===== config.mk =====
export PLATFORM = sky130hd
export DESIGN_NAME = shift_issue_stage
export DESIGN_NICKNAME = d
export VERILOG_FILES = /design/src/rtl/shift_issue_stage.sv
export SDC_FILE = /design/constraint.sdc
export NUM_CORES = 1
export LEC_CHECK = 0
export CELL_PAD_IN_SITES_DETAIL_PLACEMENT = 1
export CELL_PAD_IN_SITES_GLOBAL_PLACEMENT = 2
export CORE_MARGIN = 3
export CORE_UTILIZATION = 38
export DETAILED_ROUTE_END_ITERATION = 6
export DONT_BUFFER_PORTS = 1
export PLACE_DENSITY = 0.87
export SETUP_SLACK_MARGIN = 0.05
export SKIP_LAST_GASP = 1
export SLEW_MARGIN = 10
export SYNTH_ARGS = -nofsm -noshare
export SYNTH_HDL_FRONTEND = slang
export SYNTH_SLANG_ARGS = --single-unit

===== constraint.sdc =====
create_clock -name clk -period 4.65 [get_ports clk]
set_clock_uncertainty 0.15 [all_clocks]
set_input_delay 1.1625 -clock clk [delete_from_list [all_inputs] [get_ports clk]]
set_output_delay 1.1625 -clock clk [all_outputs]
set_load 0.02 [all_outputs]

===== src/rtl/shift_issue_stage.sv =====
// rtl/shift_issue_stage.sv - RV32I shift decode and two-entry skid buffer feeding barrelshifter32
module shift_issue_stage #(
    parameter int CNT_W = 32
) (
    input  logic             clk,
    input  logic             rst,
    input  logic             flush,
    input  logic             in_valid,
    output logic             in_ready,
    input  logic [31:0]      in_instr,
    input  logic [31:0]      in_rs1_val,
    input  logic [31:0]      in_rs2_val,
    output logic             out_valid,
    input  logic             out_ready,
    output logic [31:0]      out_data,
    output logic [4:0]       out_shamt,
    output logic [2:0]       out_func3,
    output logic             out_is_sra,
    output logic [4:0]       out_rd,
    output logic             out_illegal,
    output logic [CNT_W-1:0] stat_issued
);

    typedef enum logic [1:0] {
        EMPTY = 2'd0,
        ONE   = 2'd1,
        TWO   = 2'd2
    } state_t;

    typedef struct packed {
        logic [31:0] data;
        logic [4:0]  shamt;
        logic [2:0]  func3;
        logic        is_sra;
        logic [4:0]  rd;
        logic        illegal;
    } entry_t;

    localparam logic [6:0] OP_REG = 7'b0110011;
    localparam logic [6:0] OP_IMM = 7'b0010011;
    localparam logic [6:0] F7_0   = 7'b0000000;
    localparam logic [6:0] F7_SRA = 7'b0100000;

    state_t state;
    state_t state_next;
    entry_t or_q;
    entry_t sk_q;
    entry_t dec;

    logic accept;
    logic drain;
    logic load_or_in;
    logic load_or_sk;
    logic load_sk;

    logic [6:0] op;
    logic [2:0] f3;
    logic [6:0] f7;
    logic       is_shift_op;
    logic       legal;

    // Decode
    always_comb begin
        op          = in_instr[6:0];
        f3          = in_instr[14:12];
        f7          = in_instr[31:25];
        is_shift_op = (op == OP_REG) || (op == OP_IMM);
        legal       = is_shift_op &&
                      (((f3 == 3'b001) && (f7 == F7_0)) ||
                       ((f3 == 3'b101) && ((f7 == F7_0) || (f7 == F7_SRA))));
        dec         = '0;
        dec.data    = in_rs1_val;
        dec.rd      = in_instr[11:7];
        dec.illegal = !legal;
        if (legal) begin
            dec.shamt  = (op == OP_REG) ? in_rs2_val[4:0] : in_instr[24:20];
            dec.func3  = f3;
            dec.is_sra = (f7 == F7_SRA);
        end
    end

    assign accept = in_valid && in_ready;
    assign drain  = out_valid && out_ready;

    // FSM: state register
    always_ff @(posedge clk) begin
        if (rst) begin
            state <= EMPTY;
        end else begin
            state <= state_next;
        end
    end

    // FSM: next state
    always_comb begin
        state_next = state;
        case (state)
            EMPTY: begin
                if (accept) begin
                    state_next = ONE;
                end
            end
            ONE: begin
                if (accept && !drain) begin
                    state_next = TWO;
                end else if (!accept && drain) begin
                    state_next = EMPTY;
                end
            end
            TWO: begin
                if (drain) begin
                    state_next = ONE;
                end
            end
            default: state_next = EMPTY;
        endcase
        if (flush) begin
            state_next = EMPTY;
        end
    end

    // FSM: outputs and datapath load enables
    always_comb begin
        in_ready   = !rst && (state != TWO);
        out_valid  = (state != EMPTY);
        load_or_in = 1'b0;
        load_or_sk = 1'b0;
        load_sk    = 1'b0;
        if (!flush) begin
            case (state)
                EMPTY:   load_or_in = accept;
                ONE: begin
                    load_or_in = accept && drain;
                    load_sk    = accept && !drain;
                end
                TWO:     load_or_sk = drain;
                default: ;
            endcase
        end
    end

    always_ff @(posedge clk) begin
        if (rst) begin
            or_q <= '0;
            sk_q <= '0;
        end else begin
            if (load_or_in) begin
                or_q <= dec;
            end else if (load_or_sk) begin
                or_q <= sk_q;
            end
            if (load_sk) begin
                sk_q <= dec;
            end
        end
    end

    // Flush does not cancel a drain that happens in the same cycle
    always_ff @(posedge clk) begin
        if (rst) begin
            stat_issued <= '0;
        end else if (drain && !or_q.illegal) begin
            stat_issued <= stat_issued + CNT_W'(1);
        end
    end

    assign out_data    = or_q.data;
    assign out_shamt   = or_q.shamt;
    assign out_func3   = or_q.func3;
    assign out_is_sra  = or_q.is_sra;
    assign out_rd      = or_q.rd;
    assign out_illegal = or_q.illegal;

endmodule


==> results of run 1 <==
## worst min path at each step
| stage | from | to | slack, ps | cells after the start |
|---|---|---|---|---|
| 2_1_floorplan | sk_q[15]$_SDFFE_PP0P_ | sk_q[15]$_SDFFE_PP0P_ | 290 | 2 |
| 3_5_place_dp | sk_q[45]$_SDFFE_PP0P_ | sk_q[45]$_SDFFE_PP0P_ | 290 | 2 |
| 3_3_place_gp | sk_q[32]$_SDFFE_PP0P_ | sk_q[32]$_SDFFE_PP0P_ | 290 | 2 |
| 4_1_cts | sk_q[45]$_SDFFE_PP0P_ | sk_q[45]$_SDFFE_PP0P_ | 300 | 2 |
| 6_report | sk_q[39]$_SDFFE_PP0P_ | sk_q[39]$_SDFFE_PP0P_ | 300 | 2 |
| 5_1_grt | sk_q[39]$_SDFFE_PP0P_ | sk_q[39]$_SDFFE_PP0P_ | 320 | 2 |
## logic make-up after synthesis
family | synth area share
AOI/OAI and AO/OA | 0.180
xor gates and xnor gates | 0.0426
DFF | 0.498
muxes | 0.0129
adders and majority gates | 0.00730
buffers and inverters | 0.0411
and+or+nand+nor | 0.218
## worst min-delay path, cell delays in order, from the launching register on
cell     delay (ps)
dfxtp_1         310
nand2_1          50
a21oi_1          50
## cells in the mapped netlist
cell / count / area share
dfxtp_1: 128 / 0.50
nand2_1: 127 / 0.093
a21oi_1: 91 / 0.089
a22oi_1: 51 / 0.074
nor2_1: 41 / 0.030
clkbuf_1: 28 / 0.020
xor2_1: 21 / 0.036
nand4_1: 16 / 0.019
nand3_1: 12 / 0.012
buf_2: 10 / 0.0097
nor3_1: 9 / 0.0088
and3_1: 7 / 0.0085
inv_1: 6 / 0.0044
o21ai_0: 6 / 0.0058
mux2_2: 5 / 0.011
or3_1: 5 / 0.0061
buf_4: 4 / 0.0058
nor3b_1: 4 / 0.0058
xnor2_1: 4 / 0.0068
and4_1: 3 / 0.0051
ha_1: 3 / 0.0073
nor2b_1: 3 / 0.0037
a211oi_1: 2 / 0.0029
and2_1: 2 / 0.0024
nand2b_1: 2 / 0.0024
nor4_1: 2 / 0.0024
or2_2: 2 / 0.0024
a21boi_4: 1 / 0.0037
buf_1: 1 / 0.00073
mux2i_1: 1 / 0.0019
nand4_2: 1 / 0.0024
nor3_2: 1 / 0.0019
nor3b_2: 1 / 0.0024
nor3b_4: 1 / 0.0037
nor4b_1: 1 / 0.0017
nor4bb_1: 1 / 0.0019
o21ai_1: 1 / 0.00097
o21ba_2: 1 / 0.0019
o31a_1: 1 / 0.0017
or3b_4: 1 / 0.0022
## registers in the layout (all words and copies together) (netlist names)
| register | count |
|---|---|
| out_shamt | 5 |
| state | 2 |
| sk_q | 47 |
| stat_issued | 32 |
| out_is_sra | 1 |
| out_func3 | 3 |
| out_rd | 5 |
| out_data | 32 |
| out_illegal | 1 |
## layout make-up
class,instances,area [µm²],area share
clock inverters,5,77.6,0.0133
multi-input cells,430,2390,0.410
clock buffers,25,505,0.0868
well taps,172,215,0.0370
inverters,6,22.5,0.00387
flip-flops and latches,128,2560,0.440
repair buffers,7,52.6,0.00902
## routing by layer
| metal | vias to the layer above | routed length [µm] | track usage |
|---|---|---|---|
| met5 | - | 0 | 0 |
| met4 | 0 | 387 | 0.0924 |
| met3 | 29 | 1140 | 0.0820 |
| met2 | 115 | 7010 | 0.322 |
| met1 | 2071 | 5750 | 0.217 |
| li1 | 2067 | - | - |
## where the power goes
group | switching (mW) | total [mW] | internal (mW)
clock network | 0.461 | 1.31 | 0.852
registers | 0.0243 | 1.14 | 1.11
logic | 0.0284 | 0.0475 | 0.0191
==> run_results.csv, run 1 <==
group,metric,value,unit
run_status,status,"finished clean",
synth,postSynthCellCount,607,
critical_path,reg2reg_depth,9,
critical_path,reg2reg_to,"out_data[14]$_SDFFE_PP0P_",
global_routing,grt_max_degree,132,
floorplanning,fp.dieW,122,µm
global_routing,grt_pass1_wl,23000,µm
clock_tree,htreeDepth,4,
critical_path,critPathTopFamily,"simple AND/OR/NAND/NOR gates",
clock_tree,ctsResizeCount,0,
synth,post_synth_num_cell_types,40,
placement,placed_cells,743,
synth,ys_ff_latch,128,
synth,syn_area_per_cell,8.47,µm²
floorplanning,core,12900,µm²
critical_path,r2r_slack,1810,ps
critical_path,crit_top_cell,"nand2_1",
placement,gp_congestion,0.747,
global_routing,grt_pass1_vias,4643,
sta,hold_viol,0,
sta,fin_hold_ws,303,ps
sta,rsz0062_at_grt,"false",
critical_path,crit_end,"out_shamt[2]$_SDFFE_PP0P_",
floorplanning,start_util,0.398,
sta,min_period_over_period,0.643,
global_routing,gr-total-overflow,0,
synth,ys_seq_area_frac,0.498,
sta,setup_ws,1660,ps
clock_tree,cts_sinks,128,
cells_and_area,layout_commonest_cell,"dfxtp_1",
clock_tree,cts_buffers,17,
floorplanning,row_count,41,
cells_and_area,postLayoutCellArea,5820,µm²
cells_and_area,nNetsFinal,694,
critical_path,critPathSlowestCell,"a21boi_4",
global_routing,track_usage,0.195,
clock_tree,cts_tree,"done",
pwr,power,2.50,mW
cells_and_area,areaGrowthSynthToFinish,13.2,%
critical_path,crit_type,"in2reg",
sta,tns,0,ps
sta,min_period,2990,ps
cells_and_area,fill_cells,1518,
cells_and_area,drive_gt1_frac,0.0832,
sta,finalSetupViolations,0,
hold_path,hp-class,"reg2reg",
placement,dp_hpwl,9220,µm
cells_and_area,layout_common_cells,"128 x dfxtp_1, 127 x nand2_1, 91 x a21oi_1, 51 x a22oi_1, 40 x nor2_1",
sta,max_freq,334,MHz
critical_path,worst-path-buf-inv,0,
critical_path,path_max_fanout,131,
sta,tightest_slew,787,ps
sta,slew_viol_final,0,
clock_tree,clock_latency,410,ps
detailed_routing,drt_first_pass_iters,4,
floorplanning,boundaryPins,182,
critical_path,arrival,3180,ps
cells_and_area,layoutNonFillerInstCount,773,
detailed_routing,drtIter0Drc,144,
critical_path,cpPeakStageDelay,510,ps
clock_tree,cts_hold_buf,0,
clock_tree,postCtsSetupRepairBufs,0,
pwr,power.leakage,1.95,nW
clock_tree,cts-root-buf,"clkbuf_16",
detailed_routing,finalWirelength,14300,µm
clock_tree,clk_pin_slew,50,ps
critical_path,crit_chain,"nor3b_1 > ha_1 > nand2_1 > a21boi_4 > nor3b_4 > nand2_1 > a21oi_1",
run,maxCapViolCount,0,
synth,synth-warning-count,0,
synth,syn_area,5140,µm²
critical_path,r2r-start,"state[1]$_SDFFE_PP0P_",
cells_and_area,final_core_util,0.450,
pwr,irDropWorstVdd,0.000219,V
synth,synth_nets,711,
sta,slew_headroom,0.474,
detailed_routing,num_vias,4282,
detailed_routing,vias_per_cell,5.54,
placement,io_buffers,0,
critical_path,cp.required,4840,ps
clock_tree,cts-root-to-sink-buffers,2,
detailed_routing,wire_per_inst,18.5,µm
placement,dp_worst_setup_slack,1160,ps
detailed_routing,drc,0,
placement,placed_cell_area,5240,µm²
critical_path,start_kind,"input pin",
cells_and_area,antennaDiodeCount,0,
floorplanning,dieHeight,122,µm
global_routing,antenna_found_initial,0,
critical_path,crit_path_end_kind,"flop",
floorplanning,dieArea,15000,µm²
pwr,power_density,429,nW/µm²
critical_path,critPathLaunch,"rst",
critical_path,cp.depth,7,
detailed_routing,antenna_left,0,
(Power assumes the default switching activity.)
==> run 2: changes to the inputs <==
--- a/config.mk
+++ b/config.mk
@@ -8,10 +8,10 @@
 export CELL_PAD_IN_SITES_DETAIL_PLACEMENT = 1
 export CELL_PAD_IN_SITES_GLOBAL_PLACEMENT = 2
 export CORE_MARGIN = 3
-export CORE_UTILIZATION = 38
+export CORE_UTILIZATION = 35
 export DETAILED_ROUTE_END_ITERATION = 6
 export DONT_BUFFER_PORTS = 1
-export PLACE_DENSITY = 0.87
+export PLACE_DENSITY = 0.82
 export SETUP_SLACK_MARGIN = 0.05
 export SKIP_LAST_GASP = 1
 export SLEW_MARGIN = 10
==> constraint.sdc (replaced) <==
create_clock -name clk -period 3 [get_ports clk]
set_clock_uncertainty 0.15 [all_clocks]
set_input_delay 0.75 -clock clk [delete_from_list [all_inputs] [get_ports clk]]
set_output_delay 0.75 -clock clk [all_outputs]
set_load 0.02 [all_outputs]
==> run 2 against run 1 <==
Compared with the run above: setup slack got worse by 1400 ps; flip-flop and latch count did not move; combinational power rose by 62%; highest routed layer unchanged; register-to-register slack got worse by 1500 ps.
==> run_results.csv, run 2 (synthesis gave the netlist of run 1 again) <==
group,metric,value,unit
critical_path,reg2reg_depth,9,
clock_tree,cts-root-to-sink-buffers,2,
cells_and_area,areaGrowthSynthToFinish,13.8,%
sta,min_period,2700,ps
detailed_routing,num_vias,4382,
clock_tree,ctsResizeCount,0,
hold_path,hp-class,"in2reg",
cells_and_area,antennaDiodeCount,0,
global_routing,grt_pass1_vias,4572,
pwr,power_density,664,nW/µm²
detailed_routing,wire_per_inst,19.0,µm
cells_and_area,layout_common_cells,"128 x dfxtp_1, 127 x nand2_1, 91 x a21oi_1, 51 x a22oi_1, 40 x nor2_1",
clock_tree,cts_sinks,128,
sta,fin_hold_ws,251,ps
global_routing,track_usage,0.182,
cells_and_area,fill_cells,1657,
sta,finalSetupViolations,0,
floorplanning,row_count,43,
cells_and_area,largest_reg_flops,47,
critical_path,critPathLaunch,"state[0]$_SDFFE_PP0P_",
global_routing,antenna_found_initial,0,
critical_path,cp.required,3150,ps
hold_path,worst_hold_startpoint,"rst",
cells_and_area,final_core_util,0.414,
hold_path,whs_path_depth,1,
pwr,power.leakage,1.95,nW
clock_tree,cts_buffers,17,
sta,slew_viol_final,0,
floorplanning,dieHeight,127,µm
placement,io_buffers,0,
pwr,irDropWorstVdd,0.000380,V
critical_path,arrival,2850,ps
clock_tree,clk_pin_slew,60,ps
sta,max_freq,371,MHz
floorplanning,start_util,0.363,
clock_tree,cts_tree,"done",
run,maxCapViolCount,0,
critical_path,r2r-start,"state[0]$_SDFFE_PP0P_",
critical_path,path_max_fanout,40,
clock_tree,htreeDepth,4,
clock_tree,cts-root-buf,"clkbuf_16",
global_routing,grt_max_degree,132,
floorplanning,dieArea,16200,µm²
cells_and_area,layout_commonest_cell,"dfxtp_1",
clock_tree,cts_hold_buf,0,
sta,hold_viol,0,
sta,rsz0062_at_grt,"false",
sta,setup_ws,303,ps
critical_path,start_kind,"flop",
placement,gp_congestion,0.782,
critical_path,crit_type,"reg2reg",
cells_and_area,nNetsFinal,696,
sta,min_period_over_period,0.899,
clock_tree,clock_latency,410,ps
placement,dp_hpwl,9110,µm
global_routing,gr-total-overflow,0,
cells_and_area,drive_gt1_frac,0.0942,
global_routing,grt_pass1_wl,23400,µm
placement,dp_worst_setup_slack,4.78,ps
floorplanning,core,14100,µm²
clock_tree,postCtsSetupRepairBufs,0,
detailed_routing,finalWirelength,14900,µm
floorplanning,fp.dieW,127,µm
detailed_routing,antenna_left,0,
pwr,power,3.89,mW
sta,tightest_slew,713,ps
detailed_routing,drt_first_pass_iters,4,
run_status,status,"finished clean",
critical_path,crit_path_end_kind,"flop",
detailed_routing,drtIter0Drc,220,
sta,tns,0,ps
cells_and_area,regMostFlops,"sk_q",
detailed_routing,drc,0,
floorplanning,boundaryPins,182,
detailed_routing,vias_per_cell,5.58,
sta,slew_headroom,0.524,
[run 2: stage by stage]
step	instance area (µm²)	cells
floorplan	5140	607
global placement	5260	752
detailed placement	5260	752
CTS	5840	784
global route	5850	785
finish	5850	785
[run 2: area by class of cell]
cell class	count	area, µm²	area share
clock buffer	17	425	0.0727
clock inverter	15	160	0.0274
inverter	6	22.5	0.00385
multi-input combinational	431	2400	0.410
sequential	128	2560	0.438
tap	180	225	0.0385
timing repair buffer	8	60.1	0.0103
[run 2: path summary, 6_finish.rpt]
check | end | slack, ps
worst max-delay path | out_func3[0]$_SDFFE_PP0P_ | 300
worst min-delay path | stat_issued[4]$_SDFFE_PP0P_ | 250
worst max register to register | out_func3[0]$_SDFFE_PP0P_ | 300
worst min register to register | sk_q[41]$_SDFFE_PP0P_ | 300
[run 2: per-layer routing]
metal / part of all wire / track usage
met5: 0 / 0
met4: 0.018 / 0.0789
met3: 0.089 / 0.0861
met2: 0.48 / 0.301
met1: 0.41 / 0.201
[run 2: critical path, cell delays in order, from the launching register on]
cell      delay (ps)
dfxtp_1          480
nor2b_1          160
nor3b_1          300
ha_1             200
nand2_1           80
a21boi_4         330
buf_4            510
nor3b_1          100
a211oi_1         200
nor2_1            60
[run 2: power by group]
group	leakage, nW	switching [mW]	internal (mW)	total, mW
clock network	0.273	0.819	1.23	2.05
registers	1.03	0.0384	1.72	1.76
logic	0.639	0.0471	0.0297	0.0768
total	1.95	0.904	2.98	3.89
